[src/rtl/async_signal_sync.sv]
// async_signal_sync: multi-channel level synchroniser with an
// optional debounce filter and rise/fall/toggle pulse outputs.
module async_signal_sync #(
  parameter int                  CHANNELS = 4,
  parameter int                  DEPTH    = 3,
  parameter int                  FILTER   = 0,
  parameter logic [CHANNELS-1:0] INIT     = '0
) (
  input  logic                clock,
  input  logic                reset,
  input  logic [CHANNELS-1:0] io_in,
  output logic [CHANNELS-1:0] io_out,
  output logic [CHANNELS-1:0] io_rise,
  output logic [CHANNELS-1:0] io_fall,
  output logic [CHANNELS-1:0] io_toggle,
  output logic                io_filter_busy
);

  localparam int CW = (FILTER > 0) ? $clog2(FILTER + 1) : 1;

  if (CHANNELS < 1 || CHANNELS > 64) begin : g_bad_channels
    $error("async_signal_sync: CHANNELS must be 1..64");
  end
  if (DEPTH < 2 || DEPTH > 8) begin : g_bad_depth
    $error("async_signal_sync: DEPTH must be 2..8");
  end
  if (FILTER < 0 || FILTER > 255) begin : g_bad_filter
    $error("async_signal_sync: FILTER must be 0..255");
  end

  logic [CHANNELS-1:0] sync_q [DEPTH];
  logic [CHANNELS-1:0] s;
  logic [CHANNELS-1:0] lvl;
  logic [CHANNELS-1:0] hist_q;

  // plain flop chain, no logic between stages
  always_ff @(posedge clock) begin
    if (reset) begin
      for (int k = 0; k < DEPTH; k++) begin
        sync_q[k] <= INIT;
      end
    end else begin
      sync_q[0] <= io_in;
      for (int k = 1; k < DEPTH; k++) begin
        sync_q[k] <= sync_q[k-1];
      end
    end
  end

  assign s = sync_q[DEPTH-1];

  if (FILTER == 0) begin : g_nofilt
    assign lvl            = s;
    assign io_filter_busy = 1'b0;
  end else begin : g_filt
    localparam logic [CW-1:0] LAST = CW'(FILTER - 1);

    logic [CHANNELS-1:0] f_q;
    logic [CW-1:0]       cnt_q [CHANNELS];
    logic [CHANNELS-1:0] busy;

    // accept a new level only after FILTER steady cycles
    always_ff @(posedge clock) begin
      if (reset) begin
        for (int i = 0; i < CHANNELS; i++) begin
          f_q[i]   <= INIT[i];
          cnt_q[i] <= '0;
        end
      end else begin
        for (int i = 0; i < CHANNELS; i++) begin
          if (s[i] == f_q[i]) begin
            cnt_q[i] <= '0;
          end else if (cnt_q[i] == LAST) begin
            f_q[i]   <= s[i];
            cnt_q[i] <= '0;
          end else begin
            cnt_q[i] <= cnt_q[i] + CW'(1);
          end
        end
      end
    end

    // a channel is busy while its excursion counter runs
    always_comb begin
      busy = '0;
      for (int i = 0; i < CHANNELS; i++) begin
        busy[i] = |cnt_q[i];
      end
    end

    assign lvl            = f_q;
    assign io_filter_busy = |busy;
  end

  // previous output level for edge detection
  always_ff @(posedge clock) begin
    if (reset) begin
      hist_q <= INIT;
    end else begin
      hist_q <= lvl;
    end
  end

  assign io_out    = lvl;
  assign io_rise   = lvl & ~hist_q;
  assign io_fall   = ~lvl & hist_q;
  assign io_toggle = lvl ^ hist_q;

endmodule

[config.mk]
export PLATFORM = sky130hd
export DESIGN_NAME = async_signal_sync
export DESIGN_NICKNAME = d
export VERILOG_FILES = /design/src/rtl/async_signal_sync.sv
export SDC_FILE = /design/constraint.sdc
export NUM_CORES = 1
export LEC_CHECK = 0
export ABC_CLOCK_PERIOD_IN_PS = 2200
export CAP_MARGIN = 20
export CORE_MARGIN = 10
export CORE_UTILIZATION = 40
export CTS_BUF_LIST = sky130_fd_sc_hd__clkbuf_8 sky130_fd_sc_hd__clkbuf_16
export DETAILED_ROUTE_END_ITERATION = 16
export GPL_TIMING_DRIVEN = 0
export HOLD_SLACK_MARGIN = 0.12
export PLACE_DENSITY = 0.72
export SLEW_MARGIN = 20
export SYNTH_ARGS = -nofsm -noshare
export SYNTH_HDL_FRONTEND = slang
export SYNTH_SLANG_ARGS = --single-unit
[constraint.sdc]
create_clock -name clock -period 2.2 [get_ports clock]
set_input_delay 0.22 -clock clock [delete_from_list [all_inputs] [get_ports clock]]
set_output_delay 0.22 -clock clock [all_outputs]
set_load 0.02 [all_outputs]
# Word-level counts from Yosys, hierarchy flattened

Memory sizes are Yosys's and may differ from the RTL's.
Cells that the tools add are included.

Logic and storage cells: 16
Bits in writable memories: 12
Register bits: 4
Memories kept: 1
Output and inout bits: 17

Memory list:

| name   | words | width | read ports | clocked after memory_dff | write ports | RTL line | RTL |
|---|---|---|---|---|---|---|---|
| sync_q | 3     | 4     | 3          | 0                        | 3           | 31       | `logic [CHANNELS-1:0] sync_q [DEPTH];` |

Mux-type cells: 6
Bitwise operators: 8

Operators with widths:

| operator    | number |
|---|---|
| $mux 4      | 3 |
| $and 4x4->4 | 2 |
| $not 4->4   | 2 |
| $xor 4x4->4 | 1 |
| $mux 1      | 3 |
| $or 1x1->1  | 3 |

# Depth between registers and ports, before layout

Gate-level depths: netlist (run 1).

Depth in word-level cells: 3
Mapped depth: 3
Mapped depth without buffers: 3

# Worst setup path after synthesis (run 1)

Ideal clock, no wire load.

Path kind: register to output
Start point: memory sync_q[2][0] (netlist: sync_q[0][8])
End point: output io_toggle[0]
Required time: 1.980 ns
Arrival time: 0.800 ns
Buffers on the path: 0
Setup slack: 1.180 ns
Stages on the path, launching flop included: 4
Path through: dfxtp_1 > inv_1 > ha_1 > inv_1

RTL lines:

| what            | RTL line | RTL |
|---|---|---|
| start, declared | 31       |  |
| end, declared   | 15       | `output logic [CHANNELS-1:0] io_toggle,` |

==> impl.org, run 1 <==
** GRT
- Grt total ovfl :: 0
- Global routing used 5.85% of the available tracks across all layers.
- Antenna violations before repair :: 0
- The via count of the first global-routing pass came to 384.
- The first global-routing pass estimated 1550 µm of wire.
- Entering global routing, the biggest net connects 11 pins.

** Detailed routing
- Count of vias placed by the detailed router :: 416
- Routed metal-1 wire length :: 356 µm
- The detail route stage leaves a number of antenna-violating nets equal to 0.
- The highest metal layer carrying signal wires in the routed design is met4.
- Summed over all nets, wire length on met3 after detailed routing comes to 117 µm.
- Dividing the detail-routed wire length by the instance count gives 9.82 µm.
- For this block, the initial DRC count from the detailed router was 0.
- DRC :: 0
- For this run, the detailed router's first-pass iteration total came to 1.
- Via density :: 4.20
- Length of routed met2 wiring :: 463 µm
- Routed wire length :: 972 µm

** Clock network
- Latest clock arrival within the worst-skew pair :: 0.24 ns
- H-tree lvl count :: 1
- After clock tree synthesis, the clock-pin slew on the worst setup and hold paths is 0.06 ns.
- PostCTS Resize Cnt :: 0
- The clock drives 16 sinks.
- In this run, CTS created clock tree buffers numbering 3.
- Root Buffer :: clkbuf_8
- The number of setup buffers added after CTS is 0.
- CTS tree :: yes
- Hold repair after CTS inserted 0 buffers.
- CTS Buffer Depth :: 2

** Timing
- The routed design could run at a clock period as short as 1.82 ns.
- Fin. max-slew vios :: 0
- The clock arrives with 0.000211 ns of skew.
- Final setup violation count :: 0
- Setup repair after global routing left no endpoint under its margin.
- On the final layout, the worst hold slack is 0.435 ns.
- Sum Neg Setup Slack :: 0 ns
- Post-route fraction of the period consumed by the critical path :: 82.7%
- Max Fclk :: 549 MHz
- The final-report hold violation count was 0.

** Setup path
- The worst setup path is captured at a primary output.
- Maximum fanout along the worst path :: 4
- R2r worst-path depth :: 1
- Endpoint arrival time on the critical path :: 1.60 ns
- Setup slack on the worst reg-to-reg path comes out at 1.57 ns.
- STA puts the critical path data required time at 1.98 ns.
- The critical path is of the flip-flop to primary output type.
- In this run the critical register-to-register path is captured at hist_q[0].
- The worst setup path is launched from a flip-flop.
- The startpoint identified for the worst register-to-register timing path is sync_q[0][8].

** Placement
- Placed insts :: 96
- In this run the tool buffered the top-level ports with 21 buffer cells.
- Post-DP HPWL :: 815 µm
- The congestion estimate from routability-driven global placement came to 0.612.

** Finish
- Area growth syn-to-layout :: 41.7%
- Count of filler cells inserted in the layout :: 125
- The multi-input combinational cells in the finished layout cover a total of 236 µm².
- Net count reported at finish :: 99
- Final std cells w/o fill :: 99
- Diode insertion count for antenna repair :: 0
- Cells with a size suffix above 1 make up 26.5% of the layout.
- Register Area :: 320 µm²

** Synthesis
- Syn Inst Count :: 59
- Sequential elements use 49.2% of the synthesized area.
- Flops & latches, synth :: 16
- Area fraction of the dominant cell type after synthesis :: 49.2%
- Yosys printed 0 warnings.
- Yosys cell types :: 9
- Most area-consuming cells after synthesis :: dfxtp_1, ha_1, nor2b_2
- Post-synthesis net count :: 73
- Average size of a mapped cell :: 11.0 µm²
- Largest area contributor in the synthesized netlist :: dfxtp_1
- Post-synth design cell area :: 651 µm²

** Pwr
- Per report_power, the clock group accounts for 36.5% of the total.
- IR Drop Worst-Case VDD :: 414 µV
- Leakage power summed over all cells :: 0.000424 µW
- Sequential cell fraction of total power :: 52.6%
- The internal portion of the total power is 457 µW.
- The analysis attributes to net switching a power of 119 µW.
- Combinational fraction of design power :: 10.9%
- Post-layout power :: 577 µW
- Power spread over the standard cell area amounts to 625 nW/µm².
- Switching power as a share of total power :: 20.7%

** Status
- Result of the run :: finished clean

** Floorplan
- Vertical extent of the die :: 60.3 µm
- In this run the count of I/O pins placed on the die edge is 23.
- Core ar. :: 1520 µm²
- In this run the horizontal extent of the chip is 60.3 µm.
- The floorplan has 14 rows.
- Area enclosed by the die boundary :: 3640 µm²
- Initial Utilization :: 42.7%

** Worst hold path
- Worst hold stages :: 1
- The worst hold path belongs to the class flip-flop to flip-flop.
- Hold-critical path endpoint :: sync_q[0][5]
- The worst hold path begins at sync_q[0][1].

** Run
- Across the run, the number of max-cap violations was 0.
layout make-up:
class / count / share of cell area, %
multi-input cells: 25 / 25.6
well taps: 16 / 2.17
clock buffers: 3 / 4.48
inverters: 12 / 4.88
flip-flops and latches: 16 / 34.7
repair buffers: 21 / 22.8
plain buffers: 6 / 5.29
power by group through the flow:
stage	combinational [µW]	clock [µW]	sequential (µW)
3_3_place_gp	62.4	0	309
4_1_cts	64.2	219	304
6_report	62.6	211	303
3_5_place_dp	64.1	0	310
5_1_grt	68.2	229	305
2_1_floorplan	36.7	0	309
worst max-delay path, stage by stage, from the launching register on:
cell	delay (ns)
dfxtp_1	0.37
inv_1	0.06
ha_1	0.28
inv_1	0.05
clkdlybuf4s50_1	0.60
routing by layer:
layer | up-vias | track usage, %
met4 | 0 | 5.77
met1 | 185 | 4.90
met3 | 3 | 3.55
met5 | - | 0
met2 | 19 | 9.26
li1 | 209 | -
flip-flops by register name (all words and copies together), names as in the netlist:
register and flops:
sync_q 12, hist_q 4
cells by family after synthesis:
| kind of cell | count (synthesis) | synth area share [%] |
|---|---|---|
| buf+inv | 18 | 14.4 |
| fa+ha+maj | 8 | 15.4 |
| other cells | 1 | 0.576 |
| flops | 16 | 49.2 |
| simple gates | 16 | 20.4 |
worst max path at each step:
stage	startpoint	to	cells past startpoint
4_1_cts	sync_q[0][10]	io_toggle[2]	4
3_5_place_dp	sync_q[0][10]	io_toggle[2]	4
2_1_floorplan	sync_q[0][8]	io_toggle[0]	3
3_3_place_gp	sync_q[0][10]	io_toggle[2]	4
5_1_grt	sync_q[0][8]	io_toggle[0]	4
6_report	sync_q[0][9]	io_toggle[1]	4
cell usage in the layout, fill, tap and decap left out:
| cell | instances |
|---|---|
| conb_1 | 1 |
| clkdlybuf4s50_1 | 21 |
| inv_1 | 12 |
| and2b_2 | 6 |
| buf_4 | 5 |
| clkbuf_8 | 3 |
| ha_1 | 8 |
| nor2b_1 | 3 |
| dfxtp_1 | 16 |
| buf_6 | 1 |
| nor2b_2 | 7 |
synthesized netlist by cell type:
cell / number
ha_1: 8
buf_6: 1
nor2b_2: 7
buf_4: 5
dfxtp_1: 16
inv_1: 12
conb_1: 1
nor2b_1: 3
and2b_2: 6
through the flow:
| stage | util [%] | cell area (µm²) | setup WS (ns) |
|---|---|---|---|
| 3_3_place_gp | 57.8 | 881 | 0.652 |
| 4_1_cts | 60.5 | 922 | 0.350 |
| 2_1_floorplan | - | 651 | 1.18 |
| 3_5_place_dp | 57.8 | 881 | 0.623 |
| 5_1_grt | 60.5 | 922 | 0.267 |
| 6_report | 60.5 | 922 | 0.380 |
No activity file was read; power rests on OpenSTA's default activity.
==> run 2, diff against run 1 <==
--- a/config.mk
+++ b/config.mk
@@ -5,10 +5,10 @@
 export SDC_FILE = /design/constraint.sdc
 export NUM_CORES = 1
 export LEC_CHECK = 0
-export ABC_CLOCK_PERIOD_IN_PS = 2200
+export ABC_CLOCK_PERIOD_IN_PS = 1620
 export CAP_MARGIN = 20
 export CORE_MARGIN = 10
-export CORE_UTILIZATION = 40
+export CORE_UTILIZATION = 38
 export CTS_BUF_LIST = sky130_fd_sc_hd__clkbuf_8 sky130_fd_sc_hd__clkbuf_16
 export DETAILED_ROUTE_END_ITERATION = 16
 export GPL_TIMING_DRIVEN = 0
==> constraint.sdc (replaced) <==
create_clock -name clock -period 1.62 [get_ports clock]
set_input_delay 0.162 -clock clock [delete_from_list [all_inputs] [get_ports clock]]
set_output_delay 0.162 -clock clock [all_outputs]
set_load 0.02 [all_outputs]
==> impl.org, run 2 (same netlist as run 1, synthesis figures left out) <==
** Status
- Result of the run :: finished clean

** Floorplan
- Area enclosed by the die boundary :: 3770 µm² (+3.5%)
- Ports :: 23 (unchanged)
- The die height was 61.4 µm (+1.7%).
- The initial core utilization came to 41.7% (-0.96 points).
- The core outline area came to 1560 µm² (+2.3%).
- Die Width :: 61.4 µm (+1.7%)
- Count of standard-cell rows :: 14 (unchanged)

** Worst hold path
- Hold path startpoint :: sync_q[0][2]
- Worst hold stages :: 1 (unchanged)
- Hold-critical path endpoint :: sync_q[0][6]
- Type of the tightest min-delay check :: flip-flop to flip-flop

** Clock network
- TritonCTS built the clock tree.
- Root Buffer :: clkbuf_8
- Cts-stage hold buffer count :: 0 (unchanged)
- The maximum number of buffers from clock root to sink was 2 (unchanged).
- Latest clock arrival within the worst-skew pair :: 0.24 ns (about the same)
- H-tree lvl count :: 1 (unchanged)
- The number of clock sinks seen by CTS came to 16 (unchanged).
- The register clock-pin slew on the reported worst setup and hold paths came to 0.06 ns (about the same).
- The number of buffers inserted during clock tree synthesis was 3 (unchanged).
- Post-CTS setup-driven buffer insertion count :: 0 (unchanged)

** GRT
- Pin count of the biggest net entering global routing :: 11 (unchanged)
- Antenna violations before repair :: 0 (unchanged)
- The total congestion overflow after global routing came to 0 (unchanged).
- Total global-route track usage :: 5.18% (-0.67 points)
- The via count of the first global-routing pass came to 328 (-15%).
- The first-pass GRT wire length was 1430 µm (-8.0%).

** Setup path
- The worst register-to-register path ends at hist_q[1].
- STA classifies the critical path endpoint as a primary output.
- The critical path required time came to 1.46 ns (-0.52 ns).
- Critical path type :: flip-flop to primary output
- Among all stages on the critical path, the largest delay is contributed by clkdlybuf4s50_1.
- The worst reg-to-reg setup slack came to 0.99 ns (-0.58 ns).
- Endpoint arrival time on the critical path :: 1.41 ns (-0.19 ns)
- Ordered list of cells on the worst path :: ha_1 -> clkdlybuf4s50_1
- R2r worst-path depth :: 1 (unchanged)
- Maximum fanout along the worst path :: 4 (unchanged)
- Crit path launch type :: flip-flop
- Max stage delay on crit path :: 0.61 ns (about the same)
- The startpoint identified for the worst register-to-register timing path is sync_q[0][9].

** Timing
- The final critical path takes up 96.9% of the cycle.
- The final-layout setup total negative slack came to 0 ns (unchanged).
- Subtracting the final worst setup slack from the clock period gives 1.57 ns.
- Static timing analysis puts the maximum clock frequency at 637 MHz.
- The number of pins exceeding their max-slew limit in the final report was 0 (unchanged).
- The final-report hold violation count came to 0 (unchanged).
- The setup violation total in the final timing report is 0 (unchanged).
- Setup repair after global routing left no endpoint under its margin.
- Worst Clk Skew :: 0.00248 ns (+0.00227 ns)

** Detailed routing
- Number of nets with antenna violations after detailed routing :: 0 (unchanged)
- The number of vias per cell after detailed routing was 3.95 (-6.0%).
- The number of iterations in the first detailed-routing pass is 2 (+1).
- Count of vias placed by the detailed router :: 395 (-5.0%)
- Per-cell routed wire length :: 9.67 µm (-1.5%)
- DRC :: 0 (unchanged)
- Routed wire length :: 967 µm (-0.51%)
- Starting DRC count in detailed routing :: 1 (+1)

** Placement
- The final estimated routing congestion in global placement was 0.602 (-1.7%).
- IO Port Bufs :: 21 (unchanged)

** Finish
- Register Area :: 320 µm² (unchanged)
- The library cells used most frequently in the layout, excluding fill and tap cells, are dfxtp_1, clkdlybuf4s50_1, inv_1.
- The count of filler cells inserted in the layout was 131 (+4.8%).
- The area growth from synthesis to layout is 43.8%.
- The antenna cell count came to 0 (unchanged).
- Counting flops per register, the top entry is sync_q.
- Layout cell share with drive strength beyond 1 :: 27.4% (+0.87 points)
- The multi-input gate area in the final layout is 236 µm² (unchanged).
- The largest registers in the layout are sync_q x12, hist_q x4.
- Most common cell after layout, fill and taps aside :: dfxtp_1
- Final cell utilization of the core :: 60.0% (-0.48 points)
- The number of flip-flops in the largest register was 12 (unchanged).
- Net count reported at finish :: 99 (unchanged)

** Pwr
- The clock network fraction of total power is 40.4% (+3.9 points).
- The sequential fraction of design power is 49.7% (-2.9 points).
- The power per cell area came to 885 nW/µm² (+42%).
- The internal power component is 668 µW (+46%).
- The switching portion of total power was 19.3% (-1.3 points).
- P_sw :: 160 µW (+34%)
- The worst vdd rail ir drop is 810 µV (+96%).
- Leakage power summed over all cells :: 0.000484 µW (+14%)
- The combinational share of power came to 9.8% (-1.1 points).

** Run
- The number of maximum-capacitance constraint violations is 0 (unchanged).
-- run 2: cell types whose count changed in the layout (fill, tap and decap cells not counted) --
cell / before / now
dlymetal6s2s_1: 0 / 2
clkdlybuf4s50_1: 21 / 15
dlygate4sd2_1: 0 / 4
clkbuf_8: 3 / 4
-- run 2: layout make-up --
cell class                      instances  share of cell area (%)
Timing Repair Buffer                   21                    22.5
Sequential cell                        16                    34.2
Inverter                               12                    4.81
Tap cell                               16                    2.14
Multi-Input combinational cell         25                    25.3
Clock buffer                            4                    5.88
Buffer                                  6                    5.21
-- run 2: worst max-delay path by stage --
stage | start | cells past startpoint | to
6_report | sync_q[0][10] | 2 | io_rise[2]
4_1_cts | sync_q[0][10] | 2 | io_rise[2]
3_5_place_dp | sync_q[0][8] | 4 | io_toggle[0]
3_3_place_gp | sync_q[0][10] | 4 | io_toggle[2]
5_1_grt | sync_q[0][11] | 3 | io_fall[3]
2_1_floorplan | sync_q[0][8] | 3 | io_toggle[0]
-- run 2: critical path, delay by kind of cell, from the launching register on --
kind                     cells  cell delay [ns]
buffers and inverters        1             0.61
adder cells (fa/ha/maj)      1             0.18
flip-flops                   1             0.38
-- run 2: per-layer routing --
layer / track usage (%) / part of all wire [%] / vias to the layer above
met1: 5.54 / 43 / 172
met4: 3.82 / 0 / 0
met5: 0 / 0 / -
met3: 1.85 / 7.1 / 0
met2: 8.28 / 49 / 13
li1: - / - / 210
-- run 2: what timing repair did --
action / CTS / global route
hold endpoints to repair: 0 / 0
resized for setup: 4 / 2
cloned: 0 / 0
endpoints found under the setup margin: 4 / 2
-- run 2: stage by stage --
step	hold slack, ns	instances	area (µm²)	setup slack (ns)	power (µW)
after floorplan	0.291	59	651	0.658	469
after global placement	0.418	96	881	0.130	505
after detailed placement	0.427	96	881	0.108	507
after CTS	0.439	100	931	0.0140	845
after global routing	0.449	100	936	0.00231	873
final	0.435	100	936	0.0494	828
-- run 2: power groups by stage --
stage / logic (µW) / registers, µW / clock network, µW
6_report: 81.6 / 412 / 335
3_5_place_dp: 86.5 / 421 / 0
3_3_place_gp: 84.7 / 420 / 0
5_1_grt: 88.4 / 413 / 372
2_1_floorplan: 49.8 / 419 / 0
4_1_cts: 83.7 / 412 / 349
